**config.mk**
```make
export PLATFORM = sky130hd
export DESIGN_NAME = alu_op_sequencer
export DESIGN_NICKNAME = d
export VERILOG_FILES = /design/src/rtl/alu_seq_pkg.sv /design/src/rtl/alu_op_sequencer_flag_calc.sv /design/src/rtl/alu_op_sequencer.sv
export SDC_FILE = /design/constraint.sdc
export NUM_CORES = 1
export LEC_CHECK = 0
export BUFFER_PORTS_ARGS = -buffer_cell sky130_fd_sc_hd__buf_4
export CORE_UTILIZATION = 35
export CTS_CLUSTER_DIAMETER = 60
export DETAILED_ROUTE_END_ITERATION = 16
export GPL_ROUTABILITY_DRIVEN = 0
export SYNTH_ARGS = -nofsm -noshare
export SYNTH_HDL_FRONTEND = slang
export SYNTH_SLANG_ARGS = --single-unit
```
**constraint.sdc**
```tcl
create_clock -name clk -period 2.3 [get_ports clk]
set_clock_uncertainty 0.15 [all_clocks]
set_input_delay 0.46 -clock clk [delete_from_list [all_inputs] [get_ports clk]]
set_output_delay 0.46 -clock clk [all_outputs]
set_load 0.02 [all_outputs]
```
**src/rtl/alu_seq_pkg.sv**
```systemverilog
`default_nettype none
// ============================================================================
//  Module      : alu_seq_pkg
//  Description : Shared types and constants for the ALU operation sequencer.
//  Revision    : 1.0 - initial release
// ============================================================================
package alu_seq_pkg;

    // Datapath width of the attached combinational ALU.
    localparam int ALU_W = 8;

    // Command opcodes as presented on cmd_op.
    typedef enum logic [1:0] {
        OP_ADD = 2'b00,
        OP_SUB = 2'b01,
        OP_MUL = 2'b10,
        OP_CMP = 2'b11
    } op_e;

    // Sequencer control states.
    typedef enum logic [1:0] {
        IDLE = 2'b00,
        EXEC = 2'b01,
        MULT = 2'b10,
        DONE = 2'b11
    } state_e;

endpackage : alu_seq_pkg
`default_nettype wire

```
**src/rtl/alu_op_sequencer_flag_calc.sv**
```systemverilog
`default_nettype none
// ============================================================================
//  Module      : alu_flag_calc
//  Description : Carry and zero flag derivation for one ALU operation. The
//                carry is the carry-out of a (WIDTH+1)-bit recomputation of
//                a + (b ^ sub) + sub, which for subtraction is the no-borrow
//                flag (a >= b unsigned). Zero is taken from the real ALU sum.
//  Revision    : 1.0 - initial release
// ============================================================================
module alu_flag_calc
    import alu_seq_pkg::*;
#(
    parameter int WIDTH = ALU_W
) (
    input  logic [WIDTH-1:0] a,
    input  logic [WIDTH-1:0] b,
    input  logic             sub,
    input  logic [WIDTH-1:0] sum,
    output logic             carry,
    output logic             zero
);

    // Operand B as the ALU sees it (inverted when subtracting).
    logic [WIDTH-1:0] w_b_eff;

    assign w_b_eff = b ^ {WIDTH{sub}};

    // Only the top bit of the widened sum is needed, so it is extracted
    // in-expression rather than kept as a mostly-unused wide signal.
    assign carry = 1'(({1'b0, a} + {1'b0, w_b_eff} + (WIDTH+1)'(sub)) >> WIDTH);

    assign zero  = (sum == '0);

endmodule : alu_flag_calc
`default_nettype wire

```
**src/rtl/alu_op_sequencer.sv**
```systemverilog
`default_nettype none
// ============================================================================
//  Module      : alu_op_sequencer
//  Description : Initiator for the 8-bit combinational ALU. Accepts commands
//                over valid/ready, drives the ALU operand/subtract lines,
//                derives carry/zero flags and returns the result over a
//                valid/ready response channel. Multiply is performed as b
//                repeated additions of a through the same ALU.
//  Revision    : 1.0 - initial release
// ============================================================================
module alu_op_sequencer
    import alu_seq_pkg::*;
#(
    parameter int WIDTH  = ALU_W,   // only 8 is supported by the ALU
    parameter bit MUL_EN = 1'b1     // 0: OP_MUL executes as OP_ADD
) (
    input  logic             clk,
    input  logic             rst,
    input  logic             cmd_valid,
    output logic             cmd_ready,
    input  logic [1:0]       cmd_op,
    input  logic [WIDTH-1:0] cmd_a,
    input  logic [WIDTH-1:0] cmd_b,
    output logic [WIDTH-1:0] alu_a,
    output logic [WIDTH-1:0] alu_b,
    output logic             alu_sub,
    input  logic [WIDTH-1:0] alu_out,
    output logic             rsp_valid,
    input  logic             rsp_ready,
    output logic [WIDTH-1:0] rsp_data,
    output logic             rsp_carry,
    output logic             rsp_zero,
    output logic             busy
);

    state_e           r_state;
    op_e              r_op;
    logic [WIDTH-1:0] r_cnt;       // remaining additions in MULT
    logic             r_sticky;    // any intermediate multiply overflow

    op_e              w_cmd_op;
    logic             w_carry;
    logic             w_zero;

    assign w_cmd_op = op_e'(cmd_op);
    assign busy     = (r_state != IDLE);

    // Flags for whatever the ALU is currently computing (EXEC or MULT step).
    alu_flag_calc #(
        .WIDTH (WIDTH)
    ) u_flag_calc (
        .a     (alu_a),
        .b     (alu_b),
        .sub   (alu_sub),
        .sum   (alu_out),
        .carry (w_carry),
        .zero  (w_zero)
    );

    // Control FSM with registered handshake, ALU-drive and response outputs.
    always_ff @(posedge clk) begin
        if (rst) begin
            r_state   <= IDLE;
            r_op      <= OP_ADD;
            r_cnt     <= '0;
            r_sticky  <= 1'b0;
            cmd_ready <= 1'b1;
            alu_a     <= '0;
            alu_b     <= '0;
            alu_sub   <= 1'b0;
            rsp_valid <= 1'b0;
            rsp_data  <= '0;
            rsp_carry <= 1'b0;
            rsp_zero  <= 1'b0;
        end else begin
            case (r_state)
                IDLE: begin
                    // cmd_ready is high throughout IDLE, so valid alone accepts.
                    if (cmd_valid) begin
                        r_op      <= w_cmd_op;
                        cmd_ready <= 1'b0;
                        if (MUL_EN && (w_cmd_op == OP_MUL)) begin
                            if (cmd_b == '0) begin
                                // Product is trivially zero; ALU lines untouched.
                                r_state   <= DONE;
                                rsp_valid <= 1'b1;
                                rsp_data  <= '0;
                                rsp_carry <= 1'b0;
                                rsp_zero  <= 1'b1;
                            end else begin
                                // alu_a doubles as the accumulator, starting at 0.
                                r_state  <= MULT;
                                alu_a    <= '0;
                                alu_b    <= cmd_a;
                                alu_sub  <= 1'b0;
                                r_cnt    <= cmd_b;
                                r_sticky <= 1'b0;
                            end
                        end else begin
                            r_state <= EXEC;
                            alu_a   <= cmd_a;
                            alu_b   <= cmd_b;
                            alu_sub <= (w_cmd_op == OP_SUB) || (w_cmd_op == OP_CMP);
                        end
                    end
                end

                EXEC: begin
                    r_state   <= DONE;
                    rsp_valid <= 1'b1;
                    // CMP keeps only the flags; A is passed through as data.
                    rsp_data  <= (r_op == OP_CMP) ? alu_a : alu_out;
                    rsp_carry <= w_carry;
                    rsp_zero  <= w_zero;
                end

                MULT: begin
                    alu_a    <= alu_out;
                    r_cnt    <= r_cnt - WIDTH'(1);
                    r_sticky <= r_sticky | w_carry;
                    if (r_cnt == WIDTH'(1)) begin
                        r_state   <= DONE;
                        rsp_valid <= 1'b1;
                        rsp_data  <= alu_out;
                        rsp_carry <= r_sticky | w_carry;
                        rsp_zero  <= w_zero;
                    end
                end

                DONE: begin
                    if (rsp_ready) begin
                        r_state   <= IDLE;
                        rsp_valid <= 1'b0;
                        cmd_ready <= 1'b1;
                    end
                end

                default: begin
                    r_state   <= IDLE;
                    rsp_valid <= 1'b0;
                    cmd_ready <= 1'b1;
                end
            endcase
        end
    end

endmodule : alu_op_sequencer
`default_nettype wire

```
==> results.toml <==
[run_status]
status = "completed"

[placed_design]
io_buffers = 59
hpwl_um = 5200
dpl.cell_count = 435
pre_cts_slack_ns = 0.0466

[floorplan]
start_util_pct = 36.2
core_area_sq_mm = 0.00679
die_h_um = 85.8
num_rows = 30
die-area_sq_mm = 0.00736
ios = 60
die_width_um = 85.8

[synthesis]
synthesis.instances = 284
synth-main-ff-cell = "dfxtp_1"
netlist_area_sq_mm = 0.00246
synth_edf_count = 0
avgSynthCellArea_sq_um = 8.65
synth_cell_types = 45
syn_nets = 327
synth-seq-cells = 42
ys_seq_area_share_pct = 34.2
ys_async_sr_fraction_pct = 0
synth-warning-count = 0

[sta]
tightest_slew_ns = 0.528
rsz0062_at_grt = "false"
finalSetupTns_ns = 0
maxSlewViolCount = 0
fin_crit_ns = 2.13
worst_slack_ns = 0.166
max-slew-margin-rel_pct = 64.8
clock.fmax_mhz = 469
fin_crit_sh_pct = 92.8
hold_viol = 0
setup_violations = 0

[power]
power_w = 0.00340
power.density_mw_per_mm2 = 1060
power.leakage_nw = 1.38
ir_drop_mv = 0.480

[job]
cap_violations = 0

[detailed_routing]
antenna_left = 0
routed_wl_um = 6750
via_count = 2340
first_pass_iters = 4
drt_iter0_markers = 90
post_drt_wl_per_cell_um = 15.2
viasPerCell = 5.26
drc = 0

[clock_tree]
cts_root_buffer = "clkbuf_8"
cts_tree = "yes"
clk_pin_slew_ns = 0.09
clock_sinks = 42
ctsHoldBuffers = 0
clockBufferDepth = 2
clkLatencyLatePin_ns = 0.30
tritoncts.num_buffers = 5
h-tree-depth = 2

[grt]
grt_pass1_vias = 2184
antenna_found_initial = 0
grt_start_max_net_pins = 40
track_usage_pct = 19.0
grt_pass1_wl_um = 11100
grt-ovfl-total = 0

[setup_path]
reg2reg_depth = 8
timing.critical_path.buf_inv = 2
slowest_delay_ns = 0.39
start_kind = "register"
critPathMaxFanout = 9
worstSetupEndpointType = "register"
required_ns = 2.40
worstSetupPathType = "reg2reg"
r2r_setup_slack_ns = 0.17
crit_family = "simple AND/OR/NAND/NOR gates"
slowest_stage = "or3b_1"
rr_startpoint = "r_cnt[1]$_SDFFE_PP0P_"
cp.arrival_ns = 2.23
crit_chain = "inv_1, ha_1, or3b_1, a211oi_4, nand3_2, nor3b_4, buf_4, a32o_1"
timing.rr.end = "rsp_carry$_SDFFE_PP0P_"

[min_path]
hold_path_end = "alu_b[2]$_SDFFE_PP0P_"
hold_start = "cmd_a[2]"
whs_path_depth = 3
hp-class = "in2reg"

[cells_and_area]
drive_gt1_share_pct = 29.5
fillers = 690
num_antenna_cells = 0
layoutNonFillerInstCount = 445
syn2layout_area_growth_pct = 30.1
final_nets = 391
final_common_cell = "buf_4"
mostFrequentLayoutCells = "buf_4 (74), dfxtp_1 (42), nand2_1 (28), nor2_1 (27), a21oi_1 (21)"
## layout make-up
type | count | area [sq um] | area share (%)
Clock buffer | 6 | 72.6 | 2.27
Inverter | 8 | 30.0 | 0.940
Tap cell | 96 | 120 | 3.76
Clock inverter | 2 | 37.5 | 1.18
Sequential cell | 42 | 841 | 26.3
Multi-Input combinational cell | 216 | 1520 | 47.5
Timing Repair Buffer | 75 | 576 | 18.0
## registers in the layout, summed over array words and instances (netlist names), 2 cells and up
signal	flops
r_op	2
alu_a	8
rsp_data	8
r_state	2
r_cnt	8
alu_b	8
## cells in the mapped netlist (2+ instances only)
library cell | instances | share of area (%)
nor2_1 | 27 | 4.1
nand2b_1 | 8 | 2.0
a31oi_1 | 2 | 0.51
or2_2 | 2 | 0.51
buf_2 | 2 | 0.41
nor4_2 | 2 | 1.0
a31oi_2 | 2 | 1.0
a22o_1 | 15 | 5.3
xor2_1 | 7 | 2.5
a211o_1 | 2 | 0.71
dfxtp_1 | 42 | 34
nor2b_1 | 8 | 2.0
a311oi_1 | 8 | 2.9
clkbuf_1 | 15 | 2.3
a21oi_1 | 21 | 4.3
a22oi_1 | 7 | 2.1
a41oi_1 | 2 | 0.71
nor4_1 | 4 | 1.0
inv_1 | 8 | 1.2
a21o_1 | 2 | 0.61
nand2_1 | 28 | 4.3
mux2_2 | 8 | 3.7
o21ai_0 | 4 | 0.82
a31o_2 | 2 | 0.71
nand3b_1 | 2 | 0.61
ha_1 | 13 | 6.6
mux2i_1 | 4 | 1.6
nand4_1 | 2 | 0.51
a211oi_1 | 10 | 3.1
nand3_1 | 7 | 1.4
o32ai_1 | 4 | 1.4
## worst max path at each step
stage,from,endpoint,slack [ns],depth (start not counted)
floorplan,alu_sub$_SDFFE_PP0P_,rsp_carry$_SDFFE_PP0P_,0.09,8
global placement,cmd_b[3],rsp_carry$_SDFFE_PP0P_,0.08,7
detailed placement,r_cnt[1]$_SDFFE_PP0P_,rsp_carry$_SDFFE_PP0P_,0.05,7
CTS,r_cnt[1]$_SDFFE_PP0P_,rsp_carry$_SDFFE_PP0P_,0.03,7
global route,r_state[0]$_SDFFE_PP0P_,alu_a[7]$_SDFFE_PP0P_,0.01,7
finish,r_cnt[1]$_SDFFE_PP0P_,rsp_carry$_SDFFE_PP0P_,0.17,8
## metal layers
metal	up-vias	share of wire, %	global-route usage, %
met1	1101	47	25.3
met5	-	0	0
met4	0	1.1	4.24
met3	7	4.3	3.37
li1	1178	-	-
met2	54	48	32.1
## power breakdown
group / leakage, nW / switching, W / internal (W)
clock: 0.0514 / 0.000272 / 0.000324
sequential: 0.344 / 0.000187 / 0.000904
combinational: 0.982 / 0.000932 / 0.000778
total: 1.38 / 0.00139 / 0.00201
## what timing repair did
action / 4_1_cts / 5_1_grt
setup endpoints to repair: 0 / 9
hold endpoints to repair: 0 / 0
setup buffers: 0 / 2
resized for setup: 0 / 1
## worst min-delay path: stages
cell      delay [ns]
buf_4           0.12
nand2_1         0.05
a311oi_1        0.07
## per-stage QoR
step | utilization [%] | hold WS [ns] | instance area (sq um)
2_1_floorplan | - | 0.286 | 2460
3_3_place_gp | 45.1 | 0.296 | 3060
6_report | 47.0 | 0.288 | 3190
4_1_cts | 46.7 | 0.287 | 3170
5_1_grt | 47.0 | 0.299 | 3190
3_5_place_dp | 45.1 | 0.300 | 3060
## kinds of logic after synthesis
group	count (synthesis)	share of synthesized area, %
AO/OA/AOI/OAI	88	27.2
XOR/XNOR	7	2.50
adder cells (fa/ha/maj)	13	6.62
buffers and inverters	26	4.23
flip-flops	42	34.2
multiplexers	12	5.30
AND/OR/NAND/NOR	96	19.9
Power figures use the tool's default switching activity.
